===== src/rtl/booth_pp_accumulator.sv =====
// Radix-4 Booth partial-product accumulator: takes one Booth digit per transfer, LSB first,
// and produces a 2*WIDTH signed product. Define BOOTH_ILLEGAL_CHK_EN to build in the illegal-digit flag.
module booth_pp_accumulator #(
   parameter int WIDTH = 8
) (
   input  logic               clk,
   input  logic               rst,
   input  logic               start,
   input  logic [WIDTH-1:0]   mcand,
   input  logic               dig_valid,
   output logic               dig_ready,
   input  logic               dig_neg,
   input  logic               dig_A,
   input  logic               dig_2A,
   output logic               prod_valid,
   input  logic               prod_ready,
   output logic [2*WIDTH-1:0] prod,
   output logic               busy,
   output logic               dig_err,
   output logic [1:0]         state_dbg
);

   localparam int PW   = 2 * WIDTH;
   localparam int NDIG = WIDTH / 2;
   localparam int KW   = (NDIG > 1) ? $clog2(NDIG) : 1;

   typedef enum logic [1:0] {
      S_IDLE = 2'd0,
      S_ACC  = 2'd1,
      S_DONE = 2'd2
   } state_t;

   // Handshakes: a digit moves on a cycle with dig_valid && dig_ready; the product
   // moves on a cycle with prod_valid && prod_ready. Neither valid may depend on ready.
   state_t            state, state_next;
   logic [WIDTH-1:0]  mcand_q;
   logic [PW-1:0]     acc;
   logic [KW-1:0]     k;
   logic [PW-1:0]     mcand_ext;
   logic [PW-1:0]     mag;
   logic [PW-1:0]     pp;
   logic [PW-1:0]     pp_shift;
   logic [PW-1:0]     acc_next;
   logic              dig_xfer;
   logic              last_dig;
   logic              start_acc;

   assign dig_xfer  = dig_valid && dig_ready;
   assign last_dig  = (k == KW'(NDIG - 1));
   assign start_acc = (state == S_IDLE) && start;

   // Partial product: sign-extend, pick 0/1x/2x, negate in two's complement, weight by 4^k.
   assign mcand_ext = {{WIDTH{mcand_q[WIDTH-1]}}, mcand_q};
   assign mag       = dig_2A ? {mcand_ext[PW-2:0], 1'b0} : (dig_A ? mcand_ext : '0);
   assign pp        = dig_neg ? (~mag + PW'(1)) : mag;
   assign pp_shift  = pp << {k, 1'b0};
   assign acc_next  = acc + pp_shift;

   always_ff @(posedge clk) begin
      if (rst) state <= S_IDLE;
      else     state <= state_next;
   end

   always_comb begin
      state_next = state;
      case (state)
         S_IDLE:  if (start) state_next = S_ACC;
         S_ACC:   if (dig_xfer && last_dig) state_next = S_DONE;
         S_DONE:  if (prod_ready) state_next = S_IDLE;
         default: state_next = S_IDLE;
      endcase
   end

   always_comb begin
      dig_ready  = 1'b0;
      prod_valid = 1'b0;
      busy       = 1'b0;
      case (state)
         S_ACC:   begin dig_ready  = 1'b1; busy = 1'b1; end
         S_DONE:  begin prod_valid = 1'b1; busy = 1'b1; end
         default: ;
      endcase
   end

   assign state_dbg = state;

   always_ff @(posedge clk) begin
      if (rst) begin
         mcand_q <= '0;
         acc     <= '0;
         k       <= '0;
         prod    <= '0;
      end else if (start_acc) begin
         mcand_q <= mcand;
         acc     <= '0;
         k       <= '0;
      end else if (dig_xfer) begin
         acc <= acc_next;
         k   <= k + KW'(1);
         if (last_dig) prod <= acc_next;
      end
   end

`ifdef BOOTH_ILLEGAL_CHK_EN
   logic dig_illegal;
   assign dig_illegal = (dig_A && dig_2A) || (dig_neg && !dig_A && !dig_2A);

   // Sticky until the next accepted start so the consumer can read it alongside prod.
   always_ff @(posedge clk) begin
      if (rst)                          dig_err <= 1'b0;
      else if (start_acc)               dig_err <= 1'b0;
      else if (dig_xfer && dig_illegal) dig_err <= 1'b1;
   end
`else
   assign dig_err = 1'b0;
`endif

endmodule


===== config.mk =====
export PLATFORM = sky130hd
export DESIGN_NAME = booth_pp_accumulator
export DESIGN_NICKNAME = d
export VERILOG_FILES = /design/src/rtl/booth_pp_accumulator.sv
export SDC_FILE = /design/constraint.sdc
export NUM_CORES = 1
export LEC_CHECK = 0
export BUFFER_PORTS_ARGS = -buffer_cell sky130_fd_sc_hd__buf_2
export CAP_MARGIN = 20
export CORE_ASPECT_RATIO = 2
export CORE_UTILIZATION = 30
export CTS_CLUSTER_SIZE = 16
export DETAILED_ROUTE_END_ITERATION = 7
export SYNTH_ARGS = -nofsm -noshare
export SYNTH_HDL_FRONTEND = slang
export SYNTH_SLANG_ARGS = --single-unit
export TNS_END_PERCENT = 10

===== constraint.sdc =====
create_clock -name clk -period 6.65 [get_ports clk]
set_clock_uncertainty 0.1 [all_clocks]
set_input_delay 0.665 -clock clk [delete_from_list [all_inputs] [get_ports clk]]
set_output_delay 0.665 -clock clk [all_outputs]
set_load 0.01 [all_outputs]

==> results by group, run 1 <==
Clocking
  – Post-cts sizing count: 0
  – Clk pin slew, worst setup/hold paths: approximately 0.06 ns
  – CTS Buf Count: 5
  – CTS tree: built
  – Cts hold-fix bufs: 0
  – Clock latency on the worst-skew pair: 0.29 ns
  – # clock sinks: 44
  – Post-CTS setup repair buffer count: 0
  – Buffer levels on the longest clock path: 2
  – H-tree Lvls: 2
  – Root buf cell: clkbuf_16

Logic synthesis
  – Unique masters post-synth: 66
  – Number of enable flip-flop cells after synthesis: 0
  – FFs w/ async S/R, synth: 0
  – Synth Instances: ~440
  – #FFs+latches synth: 44
  – Syn_nets: 480
  – Top_reg_cell synth: dfxtp_1
  – Sequential-to-total area share from yosys stat: 0.272
  – Synth Warn #: 0
  – Synth Area per Inst: 7.33 um2
  – Synthesized area: 3230 um2

Timing
  – Post-route minimum period: 5.19 ns
  – Setup TNS: 0 ns
  – Max Slew Vio Count: 0
  – Worst Max-Slew Pin Slew: 1.04 ns
  – Period utilization: 0.780
  – Maximum achievable frequency: 193 MHz
  – RSZ-0062 raised after global routing: no
  – Rel. slew slack: 0.305
  – Final hold vios: 0
  – Final Setup Violations: 0

Layout
  – Final #Nets: a little under 500
  – Final Cell Area: between 3000 and 4000 um2
  – Share of cells above drive strength 1: 0.118
  – # fillers: 1,195
  – Area Overhead vs Synth: 12.2%
  – # diodes: 0

GRT
  – Largest net degree at the start of global routing: 35
  – GRT Util Overall: 0.178
  – Global-route wire length before repair: 15,100 um
  – Initial antenna violation count: 0
  – Vias in the first global route: 3,140
  – Grt ovf: 0

Floorplanning
  – Full die area: between 10,000 and 15,000 um2
  – # IOs: 38
  – Die height: around 150 um
  – Rows: between 50 and 60
  – Area of the core: 10,500 um2
  – Initial Util: 0.309
  – Die width: 75.4 um

Power and ir drop
  – VDD IR max: 0.000128 V
  – Lkg Pwr: 1.49 nW
  – Pwr dens: roughly 220 nW/um2

Route
  – DRC: 0
  – Drt via density: between 5 and 6
  – Drt wl/cell: 15.3 um
  – Vias: 3,182
  – Final ANT Viol Nets: 0
  – Final wirelength: a little over 9000 um
  – First-pass DRT Iterations: 4
  – Iter 0 DRT Violations: 199

Placed design
  – Placed Area: around 3500 um2
  – Final GP Congestion: about 0.85
  – Hpwl dp: between 7000 and 8000 um
  – Port bufs: 36

Worst setup path
  – Crit path capture type: flip-flop
  – Worst endpoint required time: roughly 6.8 ns
  – Arrival time at the worst endpoint: 5.30 ns
  – Crit-path max FO: 23
  – Crit Path Class: in2reg
  – Worst setup SP type: input pin

Worst hold path
  – Tightest Hold Check Type: reg2reg

Run status
  – Status: complete, no violations

Run
  – Max-cap violations: 0
-- sequential cells by signal, summed over array words and instances (netlist names) --
name,count
acc,16
state_dbg,2
k,2
mcand_q,8
prod,16
-- cell usage in the layout, fill, tap and decap left out, drive strengths merged, types with 5 or more instances in the layout --
master  netlist  layout
a21oi        57      57
and2          5       5
nand3        13      13
o21ai        23      23
xnor2         9       9
buf           8      36
clkbuf       18       5
or3           9       9
ha           22      22
mux2i         6       6
nor3          9       9
a211oi        7       7
nor2         29      29
a21o          6       6
nand2        85      85
inv          15      16
dfxtp        44      44
-- logic make-up after synthesis --
family / synth area share
AOI/OAI and AO/OA: 0.262
xor gates and xnor gates: 0.0325
adders and majority gates: 0.0913
buffers and inverters: 0.0569
DFF: 0.272
muxes: 0.0232
other: 0.00116
and+or+nand+nor: 0.261
-- synth_stat cells (3+ instances only) --
cell | instances | share of area
nand2_1 | 85 | 0.099
a21oi_1 | 56 | 0.087
dfxtp_1 | 44 | 0.27
nor2_1 | 29 | 0.034
ha_1 | 22 | 0.085
clkbuf_1 | 16 | 0.019
inv_1 | 15 | 0.017
nand3_1 | 13 | 0.020
o21ai_0 | 12 | 0.019
o21ai_1 | 10 | 0.015
nor3_1 | 9 | 0.014
xnor2_1 | 9 | 0.024
or3_1 | 8 | 0.015
a211oi_1 | 7 | 0.016
a21o_1 | 6 | 0.014
mux2i_1 | 6 | 0.019
and2_1 | 5 | 0.0097
a31oi_1 | 4 | 0.0077
buf_1 | 4 | 0.0046
nor2b_1 | 4 | 0.0077
a2111o_1 | 3 | 0.010
a2111oi_0 | 3 | 0.0081
a211o_1 | 3 | 0.0081
a21boi_1 | 3 | 0.0070
nand2b_1 | 3 | 0.0058
nand4_1 | 3 | 0.0058
nor4_1 | 3 | 0.0058
o211ai_1 | 3 | 0.0070
o22ai_1 | 3 | 0.0058
xor2_1 | 3 | 0.0081
-- path summary, 6_finish.rpt --
kind	to	slack, ns	depth (start not counted)	from
setup / recovery	acc[15]	1.46	18	dig_2A
hold / removal	prod[4]	0.36	2	prod[4]
setup reg to reg	acc[15]	1.75	18	mcand_q[0]
hold reg to reg	prod[4]	0.36	2	prod[4]
-- power by group --
group          internal (W)  leakage (nW)  switching [W]
Clock              0.000179        0.0804       0.000110
Sequential         0.000272         0.356      0.0000120
Combinational     0.0000793          1.06       0.000135
-- routing by layer --
| layer | share of wire | track usage | vias to the layer above |
|---|---|---|---|
| met1 | 0.37 | 0.179 | 1490 |
| met2 | 0.55 | 0.320 | 54 |
| met5 | 0 | 0 | - |
| met3 | 0.018 | 0.0264 | 26 |
| li1 | - | - | 1612 |
| met4 | 0.059 | 0.122 | 0 |
-- layout make-up --
class	count	area, um2	area share
well taps	137	171	0.0472
repair buffers	36	180	0.0496
multi-input cells	356	2170	0.598
clock buffers	5	125	0.0345
flip-flops and latches	44	881	0.243
inverters	15	56.3	0.0155
clock inverters	3	46.3	0.0128
-- through the flow --
stage               hold WS, ns  power, W  std cells   util  setup WS, ns
global placement          0.343  0.000499        588  0.330          1.30
finish                    0.357  0.000786        596  0.346          1.46
CTS                       0.359  0.000795        596  0.346          1.47
detailed placement        0.348  0.000503        588  0.330          1.19
global route              0.373  0.000831        596  0.346          1.04
floorplan                 0.333  0.000452        441      -          1.49
-- critical path, stage by stage --
cell	delay, ns
buf_2	0.30
nor2b_1	0.11
nand2_1	0.15
ha_1	0.19
inv_1	0.05
a221o_1	0.31
nor4b_2	0.58
o21ai_1	0.13
a2111oi_0	0.37
a21o_1	0.13
ha_1	0.28
nand3_1	0.11
a21boi_1	0.07
a2111oi_0	0.74
a21oi_4	0.15
mux2_4	0.34
or4_1	0.46
a21oi_1	0.15
No activity file was read; power rests on OpenSTA's default activity.
==> run 2: changes to the inputs <==
Settings changed: ABC_AREA from default to 1.
Clock period 6.65 ns to 5.4 ns, I/O delays scaled along.
==> run 2 against run 1 <==
Global-route usage decreased by 1.0 points; sequential share of layout area is 0.73 points lower; hold slack improved by 0.017 ns; power up 88%; via count grew 3.8%; count of clock-buffer cells in the layout did not move.
==> results by group, run 2 <==
Layout
  – Most frequent cells in the layout: 117 x nand2_1, 77 x nor2_1, 75 x inv_1 (was 85 x nand2_1, 56 x a21oi_1, 44 x dfxtp_1)
  – Area Overhead vs Synth: 13.3% (was 12.2%)
  – # fillers: 1,185 (was 1,195)
  – Final #Nets: 592 (was 497)
  – Most common cell after layout, fill and taps aside: nand2_1 (unchanged)
  – Final Cell Area: 3740 um2 (was 3630 um2)
  – Top flop regs: acc (16), prod (16), mcand_q (8) (unchanged)
  – Share of cells above drive strength 1: 0.137 (was 0.118)
  – # diodes: 0 (unchanged)
  – Core Util, Final: 0.353 (was 0.346)

Route
  – Drt wl/cell: 13.1 um (was 15.3 um)
  – Final wirelength: 9050 um (was 9100 um)
  – Drt via density: 4.78 (was 5.34)
  – Iter 0 DRT Violations: 132 (was 199)
  – Final ANT Viol Nets: 0 (unchanged)
  – First-pass DRT Iterations: 4 (unchanged)
  – Vias: 3,302 (was 3,182)
  – DRC: 0 (unchanged)

Floorplanning
  – Die width: 76.2 um (was 75.4 um)
  – # IOs: 38 (unchanged)
  – Area of the core: 10,600 um2 (was 10,500 um2)
  – Rows: 53 (unchanged)
  – Full die area: 11,500 um2 (was 11,200 um2)
  – Initial Util: 0.311 (was 0.309)
  – Die height: 150 um (was 149 um)

Worst setup path
  – CP dominant cell by count: nand2_1
  – Crit. Startpoint: dig_2A (unchanged)
  – Crit path buf inv count: 5 (was 2)
  – Worst r2r dst: acc[9] (was acc[15])
  – Slowest cell on crit path: ha_1 (was a2111oi_0)
  – Crit-path cells: buf_2, inv_1, nand2_1, nand2_2, ha_1, nand3_1, inv_1, nand3_1, nand3b_1, nand3_1, nand2_1, nand2_1, o21ai_2, ha_1, a21oi_1, inv_1, nor2_2, nand2_2, a21oi_2, xor2_1, nand2_1, nand2_1, inv_1 (was buf_2, nor2b_1, nand2_1, ha_1, inv_1, a221o_1, nor4b_2, o21ai_1, a2111oi_0, a21o_1, ha_1, nand3_1, a21boi_1, a2111oi_0, a21oi_4, mux2_4, or4_1, a21oi_1)
  – Worst R2R Path Depth: 22 (was 18)
  – Reg2reg setup slack: 2.18 ns (was 1.75 ns)
  – Worst path max stage delay: 0.35 ns (was 0.74 ns)
  – R2R Path Start: mcand_q[0] (unchanged)
  – Arrival time at the worst endpoint: 3.53 ns (was 5.30 ns)
  – Crit-path leading delay family: simple AND/OR/NAND/NOR gates (was compound AO/OA/AOI/OAI gates)
  – Crit Path Class: in2reg (unchanged)
  – End of the critical path: acc[9] (was acc[15])
  – Crit-path max FO: 11 (was 23)
  – Crit path capture type: flip-flop (unchanged)
  – Worst setup SP type: input pin (unchanged)
  – Worst endpoint required time: 5.51 ns (was 6.76 ns)
  – Critical Path Stages: 23 (was 18)

Logic synthesis
  – Number of enable flip-flop cells after synthesis: 0 (unchanged)
  – FFs w/ async S/R, synth: 0 (unchanged)
  – Synth Warn #: 0 (unchanged)
  – Top_reg_cell synth: dfxtp_1 (unchanged)
  – Sequential-to-total area share from yosys stat: 0.267 (was 0.272)
  – Synthesized area: 3300 um2 (was 3230 um2)
  – Unique masters post-synth: 38 (was 66)
  – #FFs+latches synth: 44 (unchanged)
  – Synth Area per Inst: 6.28 um2 (was 7.33 um2)
  – Most frequent cell after synthesis: nand2_1 (unchanged)
  – Top cells by count, synth: 117 x nand2_1, 77 x nor2_1, 75 x inv_1 (was 85 x nand2_1, 56 x a21oi_1, 44 x dfxtp_1)
  – Top-area cell type share of the netlist area: 0.267 (was 0.272)
  – Synth Instances: 526 (was 441)
  – Top post-synthesis cells by area: dfxtp_1 27%, nand2_1 13%, nor2_1 8.8%, inv_1 8.5%, ha_1 8.3% (was dfxtp_1 27%, nand2_1 9.9%, a21oi_1 8.7%, ha_1 8.5%, nor2_1 3.4%)
  – Syn_nets: 565 (was 480)
  – Yosys top cell by area: dfxtp_1 (unchanged)

Timing
  – Period utilization: 0.635
  – Final Setup Violations: 0 (unchanged)
  – Setup TNS: 0 ns (unchanged)
  – Post-route minimum period: 3.43 ns
  – Max Slew Vio Count: 0 (unchanged)
  – Rel. slew slack: 0.481 (was 0.305)
  – Worst Max-Slew Pin Slew: 0.778 ns (was 1.04 ns)
  – Final worst slack: 1.97 ns (was 1.46 ns)
  – Final hold vios: 0 (unchanged)
  – Maximum achievable frequency: 292 MHz
  – RSZ-0062 raised after global routing: no (unchanged)

Power and ir drop
  – Sw Pwr: 0.000658 W (was 0.000257 W)
  – Lkg Pwr: 2.05 nW (was 1.49 nW)
  – Comb power frac: 0.476 (was 0.272)
  – Sequential Power Share: 0.275 (was 0.361)
  – VDD IR max: 0.000146 V (was 0.000128 V)
  – Pwr dens: 395 nW/um2 (was 217 nW/um2)
  – Clock group share of total power: 0.249 (was 0.367)
  – Int Power: 0.000821 W (was 0.000530 W)
  – Switching part of the total: 0.445 (was 0.326)

Placed design
  – Hpwl dp: 7270 um (was 7110 um)
  – Final GP Congestion: 0.920 (was 0.852)
  – Place WS: 1.69 ns (was 1.19 ns)
  – Placed Area: 3560 um2 (was 3460 um2)
  – Port bufs: 36 (unchanged)

GRT
  – Largest net degree at the start of global routing: 27 (was 35)
  – Initial antenna violation count: 0 (unchanged)
  – Vias in the first global route: 3,239 (was 3,140)
  – Grt ovf: 0 (unchanged)
  – Global-route wire length before repair: 14,800 um (was 15,100 um)
  – GRT Util Overall: 0.168 (was 0.178)

Clocking
  – H-tree Lvls: 2 (unchanged)
  – CTS tree: built (unchanged)
  – Post-CTS setup repair buffer count: 0 (unchanged)
  – CTS Buf Count: 5 (unchanged)
  – Clock latency on the worst-skew pair: 0.30 ns (was 0.29 ns)
  – Clk pin slew, worst setup/hold paths: 0.07 ns (was 0.06 ns)
  – Root buf cell: clkbuf_16 (unchanged)
  – # clock sinks: 44 (unchanged)
  – Buffer levels on the longest clock path: 2 (unchanged)
  – Post-cts sizing count: 0 (unchanged)
  – Cts hold-fix bufs: 0 (unchanged)

Worst hold path
  – Tightest Hold Check Type: reg2reg (unchanged)

Run status
  – Status: complete, no violations (unchanged)

Run
  – Max-cap violations: 0 (unchanged)
-- run 2: layout make-up --
type | instances | area (um2) | area share
Tap cell | 137 | 171 | 0.0458
Sequential cell | 44 | 881 | 0.235
Inverter | 79 | 297 | 0.0792
Clock inverter | 3 | 46.3 | 0.0124
Timing Repair Buffer | 37 | 195 | 0.0522
Clock buffer | 5 | 125 | 0.0334
Multi-Input combinational cell | 386 | 2030 | 0.542
-- run 2: cell families (layout without fill, tap and decap cells) --
group	count (synthesis)	count (layout)	synth area share
AOI/OAI and AO/OA	83	83	0.139
xor gates and xnor gates	11	11	0.0292
adders and majority gates	23	23	0.0894
buffers and inverters	96	124	0.120
DFF	44	44	0.267
muxes	1	1	0.00303
other	1	1	0.00114
and+or+nand+nor	267	267	0.352
-- run 2: power groups by stage --
stage               clock network (W)  logic [W]  registers (W)
finish                       0.000368   0.000705       0.000406
global route                 0.000386   0.000804       0.000411
CTS                          0.000377   0.000705       0.000406
detailed placement                  0   0.000702       0.000414
global placement                    0   0.000690       0.000413
floorplan                           0   0.000545       0.000400
-- run 2: how the worst min path moves through the flow --
| stage | startpoint | cells after the start | endpoint | slack (ns) |
|---|---|---|---|---|
| 2_1_floorplan | mcand_q[4] | 2 | mcand_q[4] | 0.34 |
| 3_3_place_gp | acc[0] | 2 | acc[0] | 0.36 |
| 3_5_place_dp | acc[0] | 2 | acc[0] | 0.36 |
| 4_1_cts | acc[0] | 2 | acc[0] | 0.37 |
| 5_1_grt | mcand_q[5] | 2 | mcand_q[5] | 0.39 |
| 6_report | mcand_q[5] | 2 | mcand_q[5] | 0.37 |
-- run 2: per-layer routing --
metal  GRT usage  vias up  share of wire
met1       0.140     1507           0.34
met3      0.0230       33          0.021
met5     0.00455        -              0
met4       0.136        0          0.063
li1            -     1707              -
met2       0.342       55           0.57
-- run 2: worst reg2reg max path, delay by kind of cell (launching register included) --
family	cells	cell delay [ns]
AOI/OAI and AO/OA	3	0.47
xor gates and xnor gates	1	0.20
adders and majority gates	2	0.56
buffers and inverters	4	0.28
DFF	1	0.36
and+or+nand+nor	12	1.15
-- run 2: per-stage QoR --
| step | power (W) | hold WS, ns | instances |
|---|---|---|---|
| after global placement | 0.00110 | 0.357 | 682 |
| after floorplan | 0.000945 | 0.343 | 526 |
| after CTS | 0.00149 | 0.375 | 690 |
| final | 0.00148 | 0.374 | 691 |
| after global routing | 0.00160 | 0.389 | 691 |
| after detailed placement | 0.00112 | 0.364 | 682 |
